<file path="src/rtl/reorder_buffer.sv">
// Reorder buffer: in-order commit for the out-of-order core.
//
// Allocates one entry per cycle at dispatch, accepts up to two out-of-order completions per
// cycle, and retires up to two completed entries per cycle in program order. Retire results
// drive the two architectural register-file write ports; slot 2 is always the younger entry,
// so when both slots target the same rd the reg file must let slot 2 win.
//
// Ports
//   clk, reset               clock; asynchronous active-high reset
//   flush                    synchronous clear of all entries (mispredict/exception)
//   alloc_valid/rd/we        dispatch request, destination register, write-enable
//   alloc_ready, alloc_tag   entry available (count < DEPTH); tag given to this cycle's alloc
//   cmpl0_*/cmpl1_*          completion ports (valid, tag, 32-bit result); port 1 wins ties
//   regWrite1/rd1/rd1_data   retire slot 1 (older), registered
//   regWrite2/rd2/rd2_data   retire slot 2 (younger), registered
//   retire_count             entries retired at the last edge (0..2)
//   rob_empty                count == 0
module reorder_buffer #(
  parameter int unsigned DEPTH = 16,
  parameter int unsigned TAG_W = 4
) (
  input  logic             clk,
  input  logic             reset,
  input  logic             flush,
  input  logic             alloc_valid,
  input  logic [4:0]       alloc_rd,
  input  logic             alloc_we,
  output logic             alloc_ready,
  output logic [TAG_W-1:0] alloc_tag,
  input  logic             cmpl0_valid,
  input  logic [TAG_W-1:0] cmpl0_tag,
  input  logic [31:0]      cmpl0_data,
  input  logic             cmpl1_valid,
  input  logic [TAG_W-1:0] cmpl1_tag,
  input  logic [31:0]      cmpl1_data,
  output logic             regWrite1,
  output logic [4:0]       rd1,
  output logic [31:0]      rd1_data,
  output logic             regWrite2,
  output logic [4:0]       rd2,
  output logic [31:0]      rd2_data,
  output logic [1:0]       retire_count,
  output logic             rob_empty
);

  localparam logic [TAG_W:0] DepthCnt = (TAG_W+1)'(DEPTH);

  // Control state (reset)
  logic [DEPTH-1:0] valid_q, valid_d;
  logic [DEPTH-1:0] done_q, done_d;
  logic [TAG_W-1:0] head_q, head_d;
  logic [TAG_W-1:0] tail_q, tail_d;
  logic [TAG_W:0]   count_q, count_d;

  // Payload (not reset: only meaningful while the matching valid bit is set)
  logic [DEPTH-1:0] we_q, we_d;
  logic [4:0]       rd_q [DEPTH];
  logic [4:0]       rd_d [DEPTH];
  logic [31:0]      data_q [DEPTH];
  logic [31:0]      data_d [DEPTH];

  // Registered retire outputs
  logic        rw1_q, rw1_d;
  logic [4:0]  rd1_q, rd1_d;
  logic [31:0] dat1_q, dat1_d;
  logic        rw2_q, rw2_d;
  logic [4:0]  rd2_q, rd2_d;
  logic [31:0] dat2_q, dat2_d;
  logic [1:0]  rc_q, rc_d;

  logic             alloc_fire;
  logic [TAG_W-1:0] head_p1;
  logic             slot1, slot2;
  logic [1:0]       n_retire;

  assign alloc_ready = (count_q < DepthCnt);
  assign rob_empty   = (count_q == '0);
  assign alloc_tag   = tail_q;
  assign alloc_fire  = alloc_valid & alloc_ready;

  // Retire decision reads registered done bits only, so a completion is retirable one cycle
  // after it lands. Empty buffer has valid[head]=0, so nothing retires.
  assign head_p1  = head_q + TAG_W'(1);
  assign slot1    = valid_q[head_q] & done_q[head_q];
  assign slot2    = slot1 & valid_q[head_p1] & done_q[head_p1];
  assign n_retire = slot2 ? 2'd2 : (slot1 ? 2'd1 : 2'd0);

  always_comb begin
    valid_d = valid_q;
    done_d  = done_q;
    we_d    = we_q;
    rd_d    = rd_q;
    data_d  = data_q;
    head_d  = head_q;
    tail_d  = tail_q;
    count_d = count_q;

    rw1_d  = 1'b0;
    rd1_d  = '0;
    dat1_d = '0;
    rw2_d  = 1'b0;
    rd2_d  = '0;
    dat2_d = '0;
    rc_d   = 2'd0;

    if (flush) begin
      valid_d = '0;
      done_d  = '0;
      head_d  = '0;
      tail_d  = '0;
      count_d = '0;
    end else begin
      // Completions; port 1 applied last so it wins a same-tag collision.
      if (cmpl0_valid && valid_q[cmpl0_tag]) begin
        done_d[cmpl0_tag] = 1'b1;
        data_d[cmpl0_tag] = cmpl0_data;
      end
      if (cmpl1_valid && valid_q[cmpl1_tag]) begin
        done_d[cmpl1_tag] = 1'b1;
        data_d[cmpl1_tag] = cmpl1_data;
      end

      if (slot1) begin
        valid_d[head_q] = 1'b0;
        done_d[head_q]  = 1'b0;
        rw1_d           = we_q[head_q];
        rd1_d           = we_q[head_q] ? rd_q[head_q] : 5'd0;
        dat1_d          = we_q[head_q] ? data_q[head_q] : 32'd0;
      end
      if (slot2) begin
        valid_d[head_p1] = 1'b0;
        done_d[head_p1]  = 1'b0;
        rw2_d            = we_q[head_p1];
        rd2_d            = we_q[head_p1] ? rd_q[head_p1] : 5'd0;
        dat2_d           = we_q[head_p1] ? data_q[head_p1] : 32'd0;
      end
      rc_d = n_retire;

      // Tail never aliases a retiring head: that needs a full buffer, where alloc is blocked.
      if (alloc_fire) begin
        valid_d[tail_q] = 1'b1;
        done_d[tail_q]  = 1'b0;
        we_d[tail_q]    = alloc_we;
        rd_d[tail_q]    = alloc_rd;
        data_d[tail_q]  = '0;
      end

      head_d  = head_q + TAG_W'(n_retire);
      tail_d  = tail_q + TAG_W'(alloc_fire);
      count_d = count_q + (TAG_W+1)'(alloc_fire) - (TAG_W+1)'(n_retire);
    end
  end

  always_ff @(posedge clk or posedge reset) begin
    if (reset) begin
      valid_q <= '0;
      done_q  <= '0;
      head_q  <= '0;
      tail_q  <= '0;
      count_q <= '0;
      rw1_q   <= 1'b0;
      rd1_q   <= '0;
      dat1_q  <= '0;
      rw2_q   <= 1'b0;
      rd2_q   <= '0;
      dat2_q  <= '0;
      rc_q    <= 2'd0;
    end else begin
      valid_q <= valid_d;
      done_q  <= done_d;
      head_q  <= head_d;
      tail_q  <= tail_d;
      count_q <= count_d;
      rw1_q   <= rw1_d;
      rd1_q   <= rd1_d;
      dat1_q  <= dat1_d;
      rw2_q   <= rw2_d;
      rd2_q   <= rd2_d;
      dat2_q  <= dat2_d;
      rc_q    <= rc_d;
    end
  end

  always_ff @(posedge clk) begin
    we_q   <= we_d;
    rd_q   <= rd_d;
    data_q <= data_d;
  end

  assign regWrite1    = rw1_q;
  assign rd1          = rd1_q;
  assign rd1_data     = dat1_q;
  assign regWrite2    = rw2_q;
  assign rd2          = rd2_q;
  assign rd2_data     = dat2_q;
  assign retire_count = rc_q;

endmodule

</file>
<file path="config.mk">
export PLATFORM = sky130hd
export DESIGN_NAME = reorder_buffer
export DESIGN_NICKNAME = d
export VERILOG_FILES = /design/src/rtl/reorder_buffer.sv
export SDC_FILE = /design/constraint.sdc
export NUM_CORES = 2
export LEC_CHECK = 0
export CAP_MARGIN = 20
export CORE_MARGIN = 2
export CORE_UTILIZATION = 45
export CTS_CLUSTER_SIZE = 16
export DETAILED_ROUTE_END_ITERATION = 8
export GPL_TIMING_DRIVEN = 1
export PLACE_DENSITY = 0.64
export SYNTH_ARGS = -nofsm -noshare
export SYNTH_HDL_FRONTEND = slang
export SYNTH_SLANG_ARGS = --single-unit
</file>
<file path="constraint.sdc">
create_clock -name clk -period 9.9 [get_ports clk]
set_input_delay 0.99 -clock clk [delete_from_list [all_inputs] [get_ports clk]]
set_output_delay 0.99 -clock clk [all_outputs]
set_load 0.005 [all_outputs]
</file>
# [Word level (Yosys, flattened, before mapping)]
# Index checks and enable logic that the tools add are counted.
[totals] in_bits=84 mem_bits_rw=0 latch_bits=0 romBits=0 ff_bits=731 word_cells=197 output_inout_bits=84 n_memories=0
[classes] bitwise=23 n_eq_ne=0 n_mux=93 n_reduce_logical=12 n_shift=0 div=0 mul=0 n_addsub=5 order_cmp=19
[ops] operator="$mux 512" count=5
[ops] operator="$bwmux 512" count=2
[ops] operator="$and 512x512->512" count=1
[ops] operator="$not 512->512" count=1
[ops] operator="$mux 32" count=13
[ops] operator="$demux 32 s4" count=3
[ops] operator="$bmux 32 s4" count=2
[ops] operator="$mux 16" count=16
[ops] operator="$and 16x16->16" count=5
[ops] operator="$bwmux 80" count=1
[ops] operator="$mux 5" count=12
[ops] operator="$not 16->16" count=3
[ops] operator="$or 16x16->16" count=3
[ops] operator="$bmux 5 s4" count=2
[ops] operator="$bmux 1 s4" count=8
[ops] operator="$ge 5x5->1 const B" count=5
[ops] operator="$lt 4x5->1 const B" count=5
[ops] operator="$not 4->5" count=5
[ops] operator="$demux 1 s4" count=5
[ops] operator="$demux 5 s4" count=1
[ops] operator="$ge 4x1->1 const B" count=5
[ops] operator="$mux 1" count=18
[ops] operator="$bwmux 16" count=1
[ops] operator="$lt 5x1->1 const B" count=3
[ops] operator="13 further kinds" count=27

# [Depth between registers and ports, before layout]
[logic_depth] ltp_word=19 ltp_mapped=22 depth_no_buf=17

# [Worst setup path before layout]
# OpenSTA, ideal clock, no wires.
[synth_path] path_kind="input-to-reg" start="in flush" end="reg data_q[0] (netlist bit) (enable)" setup_slack_ns=-4.879 n_path_buf=1 arrival_ns=10.677 required_time_ns=5.798 setup_ns=4.102 stages=2 cell_sequence="clkbuf_1 -> clkinv_1"
[synth_rtl] item="start, declared" line_no="24" text="input logic flush,"
[synth_rtl] item="end signal, assigned" line_no="187" text="data_q <= data_d;"
[synth_rtl] item="end, declared" line_no="59" text="logic [31:0] data_q [DEPTH];"
# No word-level cell between the ends.

# [Worst setup path after layout]
[layout_path] start="reg head_q[0]" end="reg count_q[4]"
[layout_between] elab_chain_len=8 word_cells_on_any_way=16 classes_between="add/sub: 2; mux: 11; bitwise: 3"
[layout_rtl] item="start, declared" line_no="51" text="logic [TAG_W-1:0] head_q, head_d;"
[layout_rtl] item="start signal, assigned" line_no="158" text="head_q <= '0;"
[layout_rtl] item="start signal, assigned" line_no="171" text="head_q <= head_d;"
[layout_rtl] item="$add 4x1->4 or $bmux 1 s4 (tied branches)" line_no="83, 84"
[layout_rtl] item="$bmux 1 s4 or $mux 1 (tied branches)" line_no="85, 84"
[layout_rtl] item="$mux 1 (not written as such) or $and 1x1->1 (tied branches)" line_no="85, 84"
[layout_rtl] item="$and 1x1->1 (2 in series)" line_no="85" text="assign slot2 = slot1 & valid_q[head_p1] & done_q[head_p1];"
[layout_rtl] item="$mux 2 *" line_no="86" text="assign n_retire = slot2 ? 2'd2 : (slot1 ? 2'd1 : 2'd0);"
[layout_rtl] item="$sub 5x2->5 *" line_no="150" text="count_d = count_q + (TAG_W+1)'(alloc_fire) - (TAG_W+1)'(n_retire);"
[layout_rtl] item="$mux 5 *" line_no="106" text="if (flush) begin"
[layout_rtl] item="named net count_d[4]" line_no="53" text="logic [TAG_W:0] count_q, count_d;"
[layout_rtl] item="end signal, assigned" line_no="173" text="count_q <= count_d;"
[layout_rtl] item="end, declared" line_no="53"
# Mark *: on every way through the listed nets, which the timed path passes. The rest lies on a longest branch. The select of a mux whose other input is x is not followed.
# A chain may end at the register's enable or synchronous reset.

==> metrics.csv <==
stage,metric,value,unit
timing,Final Max Tran Viols,0,
cts,TritonCTS clock tree,done,
synth,Mapped Area,46000,um^2
min_path,worst hold path type,register to register,
global_routing,first-pass GRT wire length,241000,um
timing,normalized max-slew margin,0.217,
drt,vias,34500,
synth,post-synth top area share,0.397,
drt,routed wire length,165000,um
global_routing,vias in the first global route,33800,
cells_and_area,final net count,3654,
synth,Mapped Avg Cell Area,12.5,um^2
timing,Sum Neg Setup Slack,0,ps
floorplanning,io pins,168,
cts,htree depth,3,
timing,worst hold slack,592,ps
synth,most frequent cells after synthesis,"edfxtp_1, nor2_1, a211oi_1, mux2i_1, mux4_2",
place,gpl congestion,0.913,
synth,main area contributors after synthesis,"edfxtp_1, mux4_2, mux2i_1",
global_routing,GR Util All Layers,0.316,
floorplanning,DIE AREA,105000,um^2
synth,Yosys top cell by area,edfxtp_1,
setup_path,CP peak stage delay,870,ps
floorplanning,Die Wd,324,um
cts,root buffer cell,clkbuf_16,
setup_path,WP data arrival,5980,ps
floorplanning,Core Box Area,102000,um^2
floorplanning,Initial Utilization,0.453,
power_and_ir_drop,Pleak,20.8,nW
drt,remaining antenna violation count,0,
setup_path,critical path launch point type,register,
floorplanning,cell row count,117,
cts,Post-CTS Setup Inserts,0,
timing,post-route minimum period,5380,ps
drt,1st-iter DRT viols,5077,
timing,final setup fails,0,
synth,synth warn,0,
cts,"CTS clk-pin slew, worst paths",60,ps
cells_and_area,Filler cells,8732,
drt,wire per inst,33.1,um
setup_path,CP endpoint kind,register,
power_and_ir_drop,Pwr Density,150,nW/um^2
setup_path,Worst EP required,10500,ps
status,status,"finished, final reports clean",
cts,CTS-repair resized insts,0,
floorplanning,height of the die,324,um
drt,# DRC,0,
cts,cts hold-fix bufs,0,
timing,worst slew pin tran,1170,ps
global_routing,largest net degree at the start of global routing,180,
cts,clock latency on the worst-skew pair,690,ps
timing,Hold Fails Final Rpt,0,
cts,Longest Clk Path Bufs,3,
setup_path,"critical path, cell by cell",buf_4 > ha_1 > xor2_4 > o22ai_1 > nor4_4 > nand2_2 > ha_1 > inv_1 > fa_1 > inv_1 > a21oi_1 > nor2_1 > or3_1 > a21oi_1,
synth,ys flop type,edfxtp_1,
synth,post-synthesis sequential area ratio,0.464,
setup_path,Crit Path Max Fanout,52,
global_routing,initial antenna violation count,19,
cts,TritonCTS Sinks,731,
drt,Via-to-Cell Ratio,6.90,
setup_path,"Slowest-stage cell, CP",xor2_4,
setup_path,reg2reg setup slack,4520,ps
timing,Clock Skew,27.4,ps
timing,final worst path period share,0.543,
synth,Synth async-reset ratio,0.168,
synth,Synth Net Count,3786,
cells_and_area,area delta synth->final,11.1,%
timing,RSZ-0062 raised after global routing,false,
synth,"EDFF count, synth",608,
job,Max Cap Viol,0,
power_and_ir_drop,VDD IR max,0.000121,V
synth,#FFs+latches synth,731,
synth,unique cell type count in the Yosys netlist,71,
synth,Gate Count Post-Synth,3686,
cells_and_area,ratio of cells with drive above 1 in the final layout,0.179,
drt,TritonRoute pass-1 iters,6,
global_routing,GRT overflow,0,
cts,cts bufs inserted,85,
setup_path,CP Class,register to register,
synth,most common cell in the netlist,edfxtp_1,
place,port bufs,167,
place,post-detail-place hpwl,84200,um
timing,fmax,186,MHz
## where the power goes
part / switching, mW / total [mW] / internal, mW
combinational: 0.408 / 0.758 / 0.350
clock: 1.42 / 3.24 / 1.82
sequential: 0.129 / 3.68 / 3.55
total: 1.95 / 7.68 / 5.72
## logic make-up after synthesis
logic type | after synthesis | share of synthesized area
and+or+nand+nor | 959 | 0.0888
muxes | 873 | 0.288
DFF | 731 | 0.464
AOI/OAI and AO/OA | 625 | 0.106
buffers and inverters | 471 | 0.0464
adders and majority gates | 16 | 0.00468
xor gates and xnor gates | 11 | 0.00283
## metal layers
| metal | vias to the layer above | part of all wire | GRT usage |
|---|---|---|---|
| met1 | 17400 | 0.37 | 0.417 |
| li1 | 14200 | - | - |
| met5 | - | 0.00081 | 0 |
| met2 | 2362 | 0.46 | 0.490 |
| met3 | 548 | 0.12 | 0.0872 |
| met4 | 22 | 0.050 | 0.139 |
## registers in the layout (all words and copies together) (netlist names)
| name | flops |
|---|---|
| we_q | 16 |
| head_q | 4 |
| valid_q | 16 |
| rd2_data | 32 |
| rd2 | 5 |
| done_q | 16 |
| regWrite1 | 1 |
| count_q | 5 |
| alloc_tag | 4 |
| rd1 | 5 |
| regWrite2 | 1 |
| rd1_data | 32 |
| data_q | 512 |
| retire_count | 2 |
| rd_q | 80 |
## layout by cell type, fill, tap and decap left out, types with 13 or more instances in the layout
| cell type | Yosys | routed |
|---|---|---|
| a211oi_1 | 514 | 514 |
| a311oi_1 | 19 | 19 |
| a311oi_2 | 20 | 20 |
| and3_1 | 48 | 48 |
| buf_4 | 43 | 54 |
| clkbuf_1 | 245 | 16 |
| clkbuf_16 | 0 | 86 |
| clkdlybuf4s50_1 | 0 | 166 |
| clkinv_1 | 1 | 14 |
| clkinv_2 | 0 | 20 |
| dfrtp_1 | 123 | 120 |
| edfxtp_1 | 608 | 608 |
| ha_1 | 14 | 13 |
| inv_1 | 26 | 25 |
| mux2i_1 | 513 | 513 |
| mux4_2 | 357 | 357 |
| nand2_1 | 218 | 200 |
| nand2_4 | 0 | 24 |
| nand3_1 | 22 | 16 |
| nor2_1 | 556 | 544 |
| nor2b_1 | 50 | 50 |
| nor3_1 | 22 | 14 |
## critical path: cells and delay by family (launching register included)
| kind | cells | cell delay (ps) |
|---|---|---|
| fa+ha+maj | 3 | 1310 |
| buf+inv | 3 | 770 |
| xor+xnor | 1 | 870 |
| simple gates | 4 | 1290 |
| flops | 1 | 390 |
| compound gates | 3 | 630 |
## layout make-up
type / instances / area (um^2) / area share
timing repair buffer: 224 / 2150 / 0.0420
clock buffer: 106 / 2270 / 0.0444
multi-input combinational: 2484 / 23000 / 0.449
clock inverter: 54 / 517 / 0.0101
tap: 1368 / 1710 / 0.0335
antenna: 5 / 12.5 / 0.000245
sequential: 731 / 21300 / 0.418
inverter: 28 / 129 / 0.00252
## final timing paths
check	start	endpoint	cells past startpoint
setup / recovery	head_q[0]$_DFF_PP0_	count_q[4]$_DFF_PP0_	14
hold / removal	done_q[6]$_DFF_PP0_	done_q[6]$_DFF_PP0_	2
setup reg to reg	head_q[0]$_DFF_PP0_	count_q[4]$_DFF_PP0_	14
hold reg to reg	done_q[6]$_DFF_PP0_	done_q[6]$_DFF_PP0_	2
max in group asynchronous	reset	rd1_data[6]$_DFF_PP0_	4
min in group asynchronous	reset	rd1[4]$_DFF_PP0_	2
## per-stage QoR
stage               total power [mW]  instance area (um^2)  utilization  setup slack (ps)  cells
CTS                             7.68                 51000        0.502              4090   4993
global placement                4.46                 48200        0.475              4210   4832
finish                          7.68                 51100        0.503              4520   5000
floorplan                       4.22                 46000            -              1880   3686
detailed placement              4.48                 48200        0.475              4100   4833
global route                    7.89                 51100        0.503              4290   4996
Note: power is estimated with default switching activity, not from simulation.
==> RTL edit, RTL diff (same settings) <==
The output `retire_count` loses its register stage (`rc_q` becomes a continuous assignment).
--- a/src/rtl/reorder_buffer.sv
+++ b/src/rtl/reorder_buffer.sv
@@ -164,7 +164,6 @@
       rw2_q   <= 1'b0;
       rd2_q   <= '0;
       dat2_q  <= '0;
-      rc_q    <= 2'd0;
     end else begin
       valid_q <= valid_d;
       done_q  <= done_d;
@@ -177,9 +176,10 @@
       rw2_q   <= rw2_d;
       rd2_q   <= rd2_d;
       dat2_q  <= dat2_d;
-      rc_q    <= rc_d;
     end
   end
+
+  assign rc_q = rc_d;
 
   always_ff @(posedge clk) begin
     we_q   <= we_d;
Check against the original RTL: not settled (the Yosys comparison gave no result); the edit may change what the design does.
==> RTL edit against the unedited design <==
- worst setup slack worse by 1.2 ns
- area after synthesis shrank 0.11%
- sequential cell count down 2
- largest cell class unchanged
- final area barely moved
- final cell count fell by 0.10%
- total power up 0.96%
- critical path type is now reg -> out
- critical endpoint is now retire_count[1]
- first-iteration DRC count decreased by 2.4%
- wire length decreased by 1.9%
==> RTL edit: results (changes against the unedited design) <==
| Stage | Item | Value | vs unedited |
|---|---|---|---|
| worst setup path | FF-to-FF path depth | 17 | +3 |
| worst setup path | Endpoint of the worst setup timing path | retire_count[1] |  |
| yosys | Fraction of registers with async set or reset after synthesis | 16.6% | -0.23 points |
| pwr | Worst IR drop on VDD | 123 uV | +1.6% |
| worst setup path | Maximum cell stage delay along the critical path | 0.89 ns | +0.02 ns |
| layout | Post-layout instance count excluding filler cells | 4,995 | -0.10% |
| placed design | Number of cells after detailed placement | 4,826 | -0.14% |
| worst setup path | Critical path's top delay family | buffers and inverters |  |
| yosys | Cells after synthesis | 3,684 | -0.054% |
| placed design | Weighted congestion reported at the end of routability-driven placement | 0.862 | -5.6% |
| worst setup path | Data arrival time of the worst path | 5.59 ns | -0.39 ns |
| placed design | HPWL Detailed | 83,800 microns | -0.41% |
| global route | Number of global-route vias before repair | 33.2k | -1.6% |
| global route | Number of antenna violations at the first check in global routing | 17 | -2 |
| placed design | Placed standard-cell area | 48,200 sq um | -0.11% |
| sta | Slew at the pin closest to its max-slew limit | 1.20 ns | +0.0269 ns |
| placed design | DP Worst Slack | 4.02 ns | -0.0799 ns |
| layout | Ratio of cells with drive above 1 in the final layout | 17.8% | -0.081 points |
| pwr | Total leakage power | 20.8 nW | about the same |
| worst setup path | CP max-delay cell | sky130_fd_sc_hd__dfrtp_4 |  |
| run status | Result of the run | finished, final reports clean |  |
| sta | Final clock skew | 0.0341 ns | +0.00668 ns |
| yosys | Net count after synthesis | 3,784 | -0.053% |
| detailed routing | Vias | 34.4k | -0.15% |
| detailed routing | Initial detailed-routing violation count | 4,957 | -2.4% |
| global route | First-pass GRT wire length | 236,000 microns | -2.3% |
| yosys | Top cells by area, synth | sky130_fd_sc_hd__edfxtp_1 (40%), sky130_fd_sc_hd__mux4_2 (18%), sky130_fd_sc_hd__mux2i_1 (11%) |  |
-- RTL edit: worst register-to-register path: stages, from the launching register on --
cell	delay [ns]
sky130_fd_sc_hd__dfrtp_4	0.89
sky130_fd_sc_hd__buf_12	0.71
sky130_fd_sc_hd__ha_1	0.82
sky130_fd_sc_hd__xor2_4	0.51
sky130_fd_sc_hd__buf_4	0.37
sky130_fd_sc_hd__o22ai_1	0.23
sky130_fd_sc_hd__or4_4	0.61
sky130_fd_sc_hd__nand2_1	0.15
sky130_fd_sc_hd__nand2_1	0.06
sky130_fd_sc_hd__nand2_1	0.07
sky130_fd_sc_hd__ha_1	0.17
sky130_fd_sc_hd__inv_1	0.07
sky130_fd_sc_hd__fa_1	0.46
sky130_fd_sc_hd__inv_1	0.08
sky130_fd_sc_hd__a21oi_1	0.06
sky130_fd_sc_hd__nor2_1	0.10
sky130_fd_sc_hd__or3_1	0.12
sky130_fd_sc_hd__a21oi_1	0.06
-- RTL edit: cells by family after synthesis --
group / Yosys count / share of synthesized area [%]
adder cells (fa/ha/maj): 16 / 0.468
flip-flops: 729 / 46.3
buffers and inverters: 471 / 4.64
AO/OA/AOI/OAI: 625 / 10.6
AND/OR/NAND/NOR: 959 / 8.89
XOR/XNOR: 11 / 0.283
multiplexers: 873 / 28.8
-- RTL edit: cell type report --
type,count,area [sq um]
repair buffers,220,2130
diodes,6,15.0
flip-flops and latches,729,21300
inverters,28,129
clock inverters,43,499
clock buffers,117,2360
well taps,1368,1710
multi-input cells,2484,23000
fillers,8645,50300
-- RTL edit: per-layer routing --
metal	GRT usage (%)	part of all wire, %	up-vias
met4	12.3	4.6	22
met3	7.63	12	481
met2	47.2	45	2375
met5	0	0.078	-
met1	42.5	38	17400
li1	-	-	14100
-- RTL edit: power breakdown --
| part | internal [mW] | switching (mW) | total (mW) |
|---|---|---|---|
| registers | 3.54 | 0.130 | 3.67 |
| clock network | 1.94 | 1.38 | 3.32 |
| logic | 0.350 | 0.406 | 0.757 |
-- RTL edit: worst min path at each step --
stage | from | slack [ns] | endpoint
after floorplan | valid_q[13]$_DFF_PP0_ | 0.50 | valid_q[13]$_DFF_PP0_
after global placement | done_q[1]$_DFF_PP0_ | 0.57 | done_q[1]$_DFF_PP0_
after detailed placement | done_q[1]$_DFF_PP0_ | 0.58 | done_q[1]$_DFF_PP0_
after CTS | done_q[1]$_DFF_PP0_ | 0.59 | done_q[1]$_DFF_PP0_
after global routing | done_q[2]$_DFF_PP0_ | 0.61 | done_q[2]$_DFF_PP0_
final | done_q[1]$_DFF_PP0_ | 0.59 | done_q[1]$_DFF_PP0_
